### src/rtl/stage_sequencer.sv
// stage_sequencer: N-stage flow sequencer with per-stage advance events, back, inactivity timeout and wrap.
// Stage 0 is IDLE; stages 1..N_STAGES-1 are user stages.
module stage_sequencer #(
    parameter int                    N_STAGES    = 6,
    parameter int                    N_EVT       = 4,
    parameter logic [4*N_STAGES-1:0] ADV_SEL     = 24'hF0100F,
    parameter int                    TIMEOUT_CYC = 0,
    parameter bit                    WRAP        = 0,
    parameter int                    SW          = $clog2(N_STAGES)
) (
    input  logic                clk,
    input  logic                rst,
    input  logic                enable,
    input  logic [N_EVT-1:0]    evt,
    input  logic                back,
    output logic [SW-1:0]       state,
    output logic [N_STAGES-1:0] state_onehot,
    output logic                stage_entry,
    output logic                timeout_flag,
    output logic                enable_falling
);
    localparam int            CW   = TIMEOUT_CYC > 0 ? $clog2(TIMEOUT_CYC + 1) : 1;
    localparam logic [SW-1:0] LAST = SW'(N_STAGES - 1);

    logic             enable_d, back_d;
    logic [N_EVT-1:0] evt_d, evt_rise;
    logic [CW-1:0]    cnt;
    logic [SW-1:0]    next_state;
    logic [3:0]       sel;
    logic             enable_rise, back_rise, clr_edge, in_range, mid_stage, expire, adv;

    assign enable_rise    = enable & ~enable_d;
    assign enable_falling = ~enable & enable_d;
    assign back_rise      = back & ~back_d;
    assign evt_rise       = evt & ~evt_d;
    assign clr_edge       = back_rise | (|evt_rise);
    assign in_range       = {1'b0, state} < (SW + 1)'(N_STAGES);
    assign mid_stage      = in_range && state != '0 && state != LAST;
    assign expire         = TIMEOUT_CYC > 0 && mid_stage && !clr_edge && cnt == CW'(TIMEOUT_CYC - 1);
    assign state_onehot   = N_STAGES'(1) << state;

    // Advance event of the current stage; a field >= N_EVT never matches
    always_comb begin
        sel = 4'hF;
        for (int i = 1; i < N_STAGES; i++)
            if (state == SW'(i)) sel = ADV_SEL[4*i +: 4];
        adv = 1'b0;
        for (int j = 0; j < N_EVT; j++)
            if (sel == 4'(j) && evt_rise[j]) adv = 1'b1;
    end

    always_comb begin
        next_state = !in_range                 ? '0 :
                     state == '0               ? (enable_rise ? SW'(1) : '0) :
                     enable_falling || expire  ? '0 :
                     back_rise                 ? (state > SW'(1) ? state - SW'(1) : state) :
                     adv                       ? (state != LAST ? state + SW'(1) : (WRAP ? SW'(1) : state)) :
                                                 state;
    end

    always_ff @(posedge clk or posedge rst) begin
        if (rst) begin
            state        <= '0;
            stage_entry  <= 1'b0;
            timeout_flag <= 1'b0;
            enable_d     <= 1'b0;
            evt_d        <= '0;
            back_d       <= 1'b0;
            cnt          <= '0;
        end else begin
            state        <= next_state;
            stage_entry  <= next_state != state;
            timeout_flag <= expire && !enable_falling;
            enable_d     <= enable;
            evt_d        <= evt;
            back_d       <= back;
            cnt          <= (TIMEOUT_CYC == 0 || !mid_stage || next_state != state || clr_edge) ? '0 :
                            (cnt == CW'(TIMEOUT_CYC) ? cnt : cnt + CW'(1));
        end
    end
endmodule
### config.mk
export PLATFORM = sky130hd
export DESIGN_NAME = stage_sequencer
export DESIGN_NICKNAME = d
export VERILOG_FILES = /design/src/rtl/stage_sequencer.sv
export SDC_FILE = /design/constraint.sdc
export NUM_CORES = 1
export LEC_CHECK = 0
export CORE_MARGIN = 2
export CORE_UTILIZATION = 45
export CTS_BUF_LIST = sky130_fd_sc_hd__clkbuf_8
export DETAILED_ROUTE_END_ITERATION = 8
export PLACE_DENSITY = 0.86
export RECOVER_POWER = 100
export SYNTH_ARGS = -nofsm -noshare
export SYNTH_HDL_FRONTEND = slang
export SYNTH_SLANG_ARGS = --single-unit
export TNS_END_PERCENT = 50
### constraint.sdc
create_clock -name clk -period 1.9 [get_ports clk]
set_input_delay 0.38 -clock clk [delete_from_list [all_inputs] [get_ports clk]]
set_output_delay 0.38 -clock clk [all_outputs]
set_load 0.02 [all_outputs]
==> metrics, run 1 <==
status=finished, violations left; failing checks=setup timing; min Tclk post-route=1.902 ns; # clock sinks=8; crit end category=register; Mapped Cells=85; pre-CTS setup slack=-0.2153 ns; most frequent cells after synthesis=inv_1, dfrtp_1, nor2_1; CP Max Fanout=5; RSZ-0062 raised after global routing=true; final hold vios=0; Antenna diodes=0; synth top area cells=dfrtp_1, ha_1, a31oi_4; pin count of the biggest net entering global routing=9; Via Count=766; worst IR drop on VDD=889.3 µV; design area=1167 µm²; #FFs+latches synth=8; Final Non-Filler Cells=138; most common cell in the netlist=inv_1; Global Route Usage Sum=0.2257; Worst EP required=2.03 ns; Max Fclk=525.7 MHz; reg2reg setup slack=-0.002 ns; final hold slack=0.5365 ns; cts hold-fix bufs=0; Ports=20; Worst-path clk slew=0.04 ns; total CTS buffers=3; Initial Util=0.4919; FP Rows=14; R2R cell count=8; crit-path leading delay family=compound AO/OA/AOI/OAI gates; CP max-delay cell=dfrtp_1; layout cells sized above 1=0.4262; Final Skew=0.004705 ns; Final GP Congestion=0.8700; Leakage=0.5311 nW; drt pass-1 iters=4; Skew-Pair Late Insertion Delay=0.23 ns; FF-to-FF End=state[2]; vias in the first global route=801; Syn Area/Cell=8.920 µm²; TritonCTS clock tree=yes; endpoints failing setup=1; Placed Area=1070 µm²; WL/cell=14.80 µm; yosys warns=0; worst min path class=in -> async; Final Max Slew Viols=0; post-synth cell types=40; nets=137; H-Tree Depth=1; DRT iter0 DRCs=13; vias per cell=5.551; CP Depth=8; Die X=45.05 µm; DP Cell Count=132; fin util=0.7573; Placeable Area=1541 µm²; Die Ht=45.05 µm; die area=2030 µm²; gr ovfl total=0; Post-Syn Nets=99; overall routed net length=2.042 mm; worst path cell trace=buf_6 -> ha_4 -> ha_4 -> o31ai_4 -> a31oi_4 -> nor2_1 -> nor2_1 -> a221oi_2; Yosys top cell area share=0.2640; P per Cell Area=690.3 nW/µm²; Root Buffer=clkbuf_8; Reg2Reg Launch Point=state[1]; arrival time worst endpoint=2.03 ns; async set or reset register ratio after synthesis=1.000; Synth Cell Area=758.2 µm²; number of synthesized flops with an enable pin=0; sequential-to-total area share from yosys stat=0.2640; critical path type=reg -> reg; final setup margin=-0.002326 ns; max incr delay on CP=0.39 ns; synth-to-layout area growth=53.96%; Buf/Inv on CP=1; remaining routing DRC violations=0; Tcrit/Tclk final=1.001; initial antenna violation count=0; first-pass GRT wire length=3.387 mm; area leader, netlist=dfrtp_1; Max Cap Violations=0; Max clock buf depth=2; Final HPWL DP=1.519 mm; top_reg_cell synth=dfrtp_1; Port Buffers=16; ANT nets after route=0; Critical Path Start Type=register
[final cells by class]
class | count | area (µm²)
clock buffer | 3 | 41.29
sequential | 8 | 201.4
multi-input combinational | 62 | 540.5
timing repair buffer | 37 | 319.1
tap | 16 | 20.02
inverter | 11 | 41.29
fill | 118 | 374.1
clock inverter | 1 | 3.754
[cell families after synthesis]
family / synth area share
compound gates: 0.2673
fa+ha+maj: 0.09901
buf+inv: 0.09075
flops: 0.2640
mux: 0.01320
other cells: 0.004946
simple gates: 0.2607
[worst reg2reg max path: stages (launching register included)]
cell and delay (ns):
dfrtp_1 0.39, buf_6 0.14, ha_4 0.16, ha_4 0.17, o31ai_4 0.27, a31oi_4 0.15
nor2_1 0.19, nor2_1 0.09, a221oi_2 0.24
[flip-flops by register name, indices dropped and copies added, names as in the netlist]
signal       flops
state            3
evt_d            2
back_d           1
enable_d         1
stage_entry      1
[metrics by stage]
step                      setup TNS [ns]  total power (W)
final                          -0.002326        0.0008058
after global routing             -0.3870        0.0008548
after CTS                       -0.03725        0.0007898
after detailed placement         -0.3141        0.0005887
after global placement           -0.2634        0.0005793
after floorplan                        0        0.0004268
[layer usage]
metal / vias to the layer above / global-route usage / wire [µm]
met4: 0 / 0.02941 / 63
met5: - / 0 / 0
met2: 37 / 0.4257 / 1068
li1: 367 / - / -
met1: 356 / 0.2625 / 806
met3: 6 / 0.05200 / 104
[cell usage in the layout, fill, tap and decap left out, types with 2 or more instances in the layout]
cell type        instances
ha_4                     3
nor3_1                   2
o21ai_1                  3
a21oi_1                  2
dlygate4sd3_1            7
clkbuf_2                 2
inv_2                    4
dlygate4sd2_1            4
ha_1                     2
a31oi_4                  2
a21oi_2                  2
dfrtp_1                  7
clkbuf_8                 3
nor2b_1                  2
o21ai_0                  5
nand2_1                  6
clkdlybuf4s50_1          2
nand3_1                  2
inv_1                    8
nor2_1                   6
buf_4                   19
[power breakdown]
group	switching [W]	internal, W	total (W)
combinational	0.000211	0.000186	0.000397
sequential	0.0000144	0.000189	0.000203
clock	0.0000654	0.000140	0.000205
[how the worst max path moves through the flow]
stage          startpoint        endpoint
5_1_grt          state[1]        state[2]
4_1_cts          state[1]        state[1]
2_1_floorplan    state[0]        state[1]
3_3_place_gp       enable  enable_falling
3_5_place_dp       enable  enable_falling
6_report         state[1]        state[2]
[repair_timing]
| item | 4_1_cts | 5_1_grt |
|---|---|---|
| resized for setup | 7 | 17 |
| buffers inserted | 0 | 2 |
| setup endpoints to repair | 9 | 10 |
| hold endpoints to repair | 0 | 0 |
| pin swaps | 0 | 5 |
Note: power is estimated with default switching activity, not from simulation.
==> inputs of run 2 (changes only) <==
SKIP_CTS_REPAIR_TIMING = 1   (was unset)
==> metrics, run 2 (synthesis gave the netlist of run 1 again) <==
status=finished, violations left; failing checks=setup timing; Skew-Pair Late Insertion Delay=0.23 ns; Final Skew=0.003782 ns; DP Cell Count=132; Initial Util=0.4919; min Tclk post-route=1.912 ns; initial antenna violation count=0; Final Non-Filler Cells=136; most flop-heavy register=state; worst IR drop on VDD=892.2 µV; first-pass GRT wire length=3.401 mm; critical path type=reg -> reg; leading cell type in the layout, fill and taps excluded=buf_4; design area=1135 µm²; Antenna diodes=0; Final GP Congestion=0.8700; Die X=45.05 µm; Leakage=0.6137 nW; pin count of the biggest net entering global routing=9; RSZ-0062 raised after global routing=true; final hold slack=0.5388 ns; Switching Power=0.0002811 W; Max Cap Violations=0; sequential power share=0.254; worst min path class=in -> async; DRT iter0 DRCs=34; Worst EP required=2.01 ns; Power Internal=0.0005069 W; Largest regs=state (3), evt_d (2); Root Buffer=clkbuf_8; CP Max Fanout=6; drt pass-1 iters=4; Placed Area=1070 µm²; final hold vios=0; ANT nets after route=0; vias in the first global route=809; H-Tree Depth=1; Global Route Usage Sum=0.2266; sw frac=0.3567; Worst-path clk slew=0.04 ns; Clock power frac=0.262; worst path cell trace=buf_4 -> ha_1 -> ha_2 -> o31ai_4 -> a31oi_4 -> nor2_4 -> a21oi_1 -> a41o_1; Die Ht=45.05 µm; overall routed net length=1.951 mm; final setup margin=-0.01228 ns; max incr delay on CP=0.37 ns; WL/cell=14.35 µm; gr ovfl total=0; arrival time worst endpoint=2.02 ns; Max clock buf depth=2; Max Fclk=522.9 MHz; TritonCTS clock tree=yes; FP Rows=14; P per Cell Area=694.4 nW/µm²; Ports=20; most frequent cells in the layout=buf_4, inv_1, dfrtp_1, dlygate4sd3_1, dlymetal6s2s_1; Port Buffers=16; layout cells sized above 1=0.3417; CP max-delay cell=dfrtp_1; Total Power=0.0007881 W; Critical Path Start Type=register; Tcrit/Tclk final=1.006; # clock sinks=8; endpoints failing setup=2; Placeable Area=1541 µm²; vias per cell=5.654; Final HPWL DP=1.519 mm; Via Count=769; remaining routing DRC violations=0; die area=2030 µm²; total CTS buffers=3; Final Max Slew Viols=0; max reg flops=3; fin util=0.7362; synth-to-layout area growth=49.67%; Comb power frac=0.484; crit end category=register; nets=135
run 2: final cells by class:
type,instances,area [µm²]
multi-input cells,62,494.2
fillers,116,406.6
repair buffers,35,332.8
flip-flops and latches,8,201.4
clock buffers,3,41.29
inverters,11,41.29
well taps,16,20.02
clock inverters,1,3.754
run 2: critical path, delay by kind of cell (launching register included):
family	cells	cell delay [ns]
fa+ha+maj	2	0.38
flops	1	0.37
buf+inv	1	0.16
simple gates	1	0.16
compound gates	4	0.73
run 2: worst paths after layout:
kind | depth (start not counted) | from | end | slack (ns)
worst max-delay path | 8 | state[1] | state[1] | -0.01
worst min-delay path | 2 | rst | back_d | 0.54
worst max register to register | 8 | state[1] | state[1] | -0.01
worst min register to register | 4 | back_d | stage_entry | 0.73
max in group asynchronous | 2 | rst | state[0] | 1.11
min in group clk | 4 | back_d | stage_entry | 0.73
run 2: per-layer routing:
layer  GRT usage  up-vias  part of all wire
li1            -      367                 -
met1      0.2650      362              0.40
met2      0.4257       38              0.53
met3     0.05200        2             0.057
met4     0.02941        0            0.0082
met5           0        -                 0
run 2: power groups by stage:
stage	clock, W	sequential [W]	combinational (W)
finish	0.000207	0.000200	0.000381
global route	0.000219	0.000202	0.000412
detailed placement	0	0.000203	0.000386
CTS	0.000210	0.000201	0.000388
global placement	0	0.000202	0.000378
floorplan	0	0.000216	0.000211
run 2: per-stage QoR:
stage               setup WS, ns  TNS [ns]
CTS                      -0.2650    -1.518
floorplan                0.02091         0
finish                  -0.01228  -0.01317
global route             -0.1382   -0.4705
detailed placement       -0.2153   -0.3141
global placement         -0.2162   -0.2634
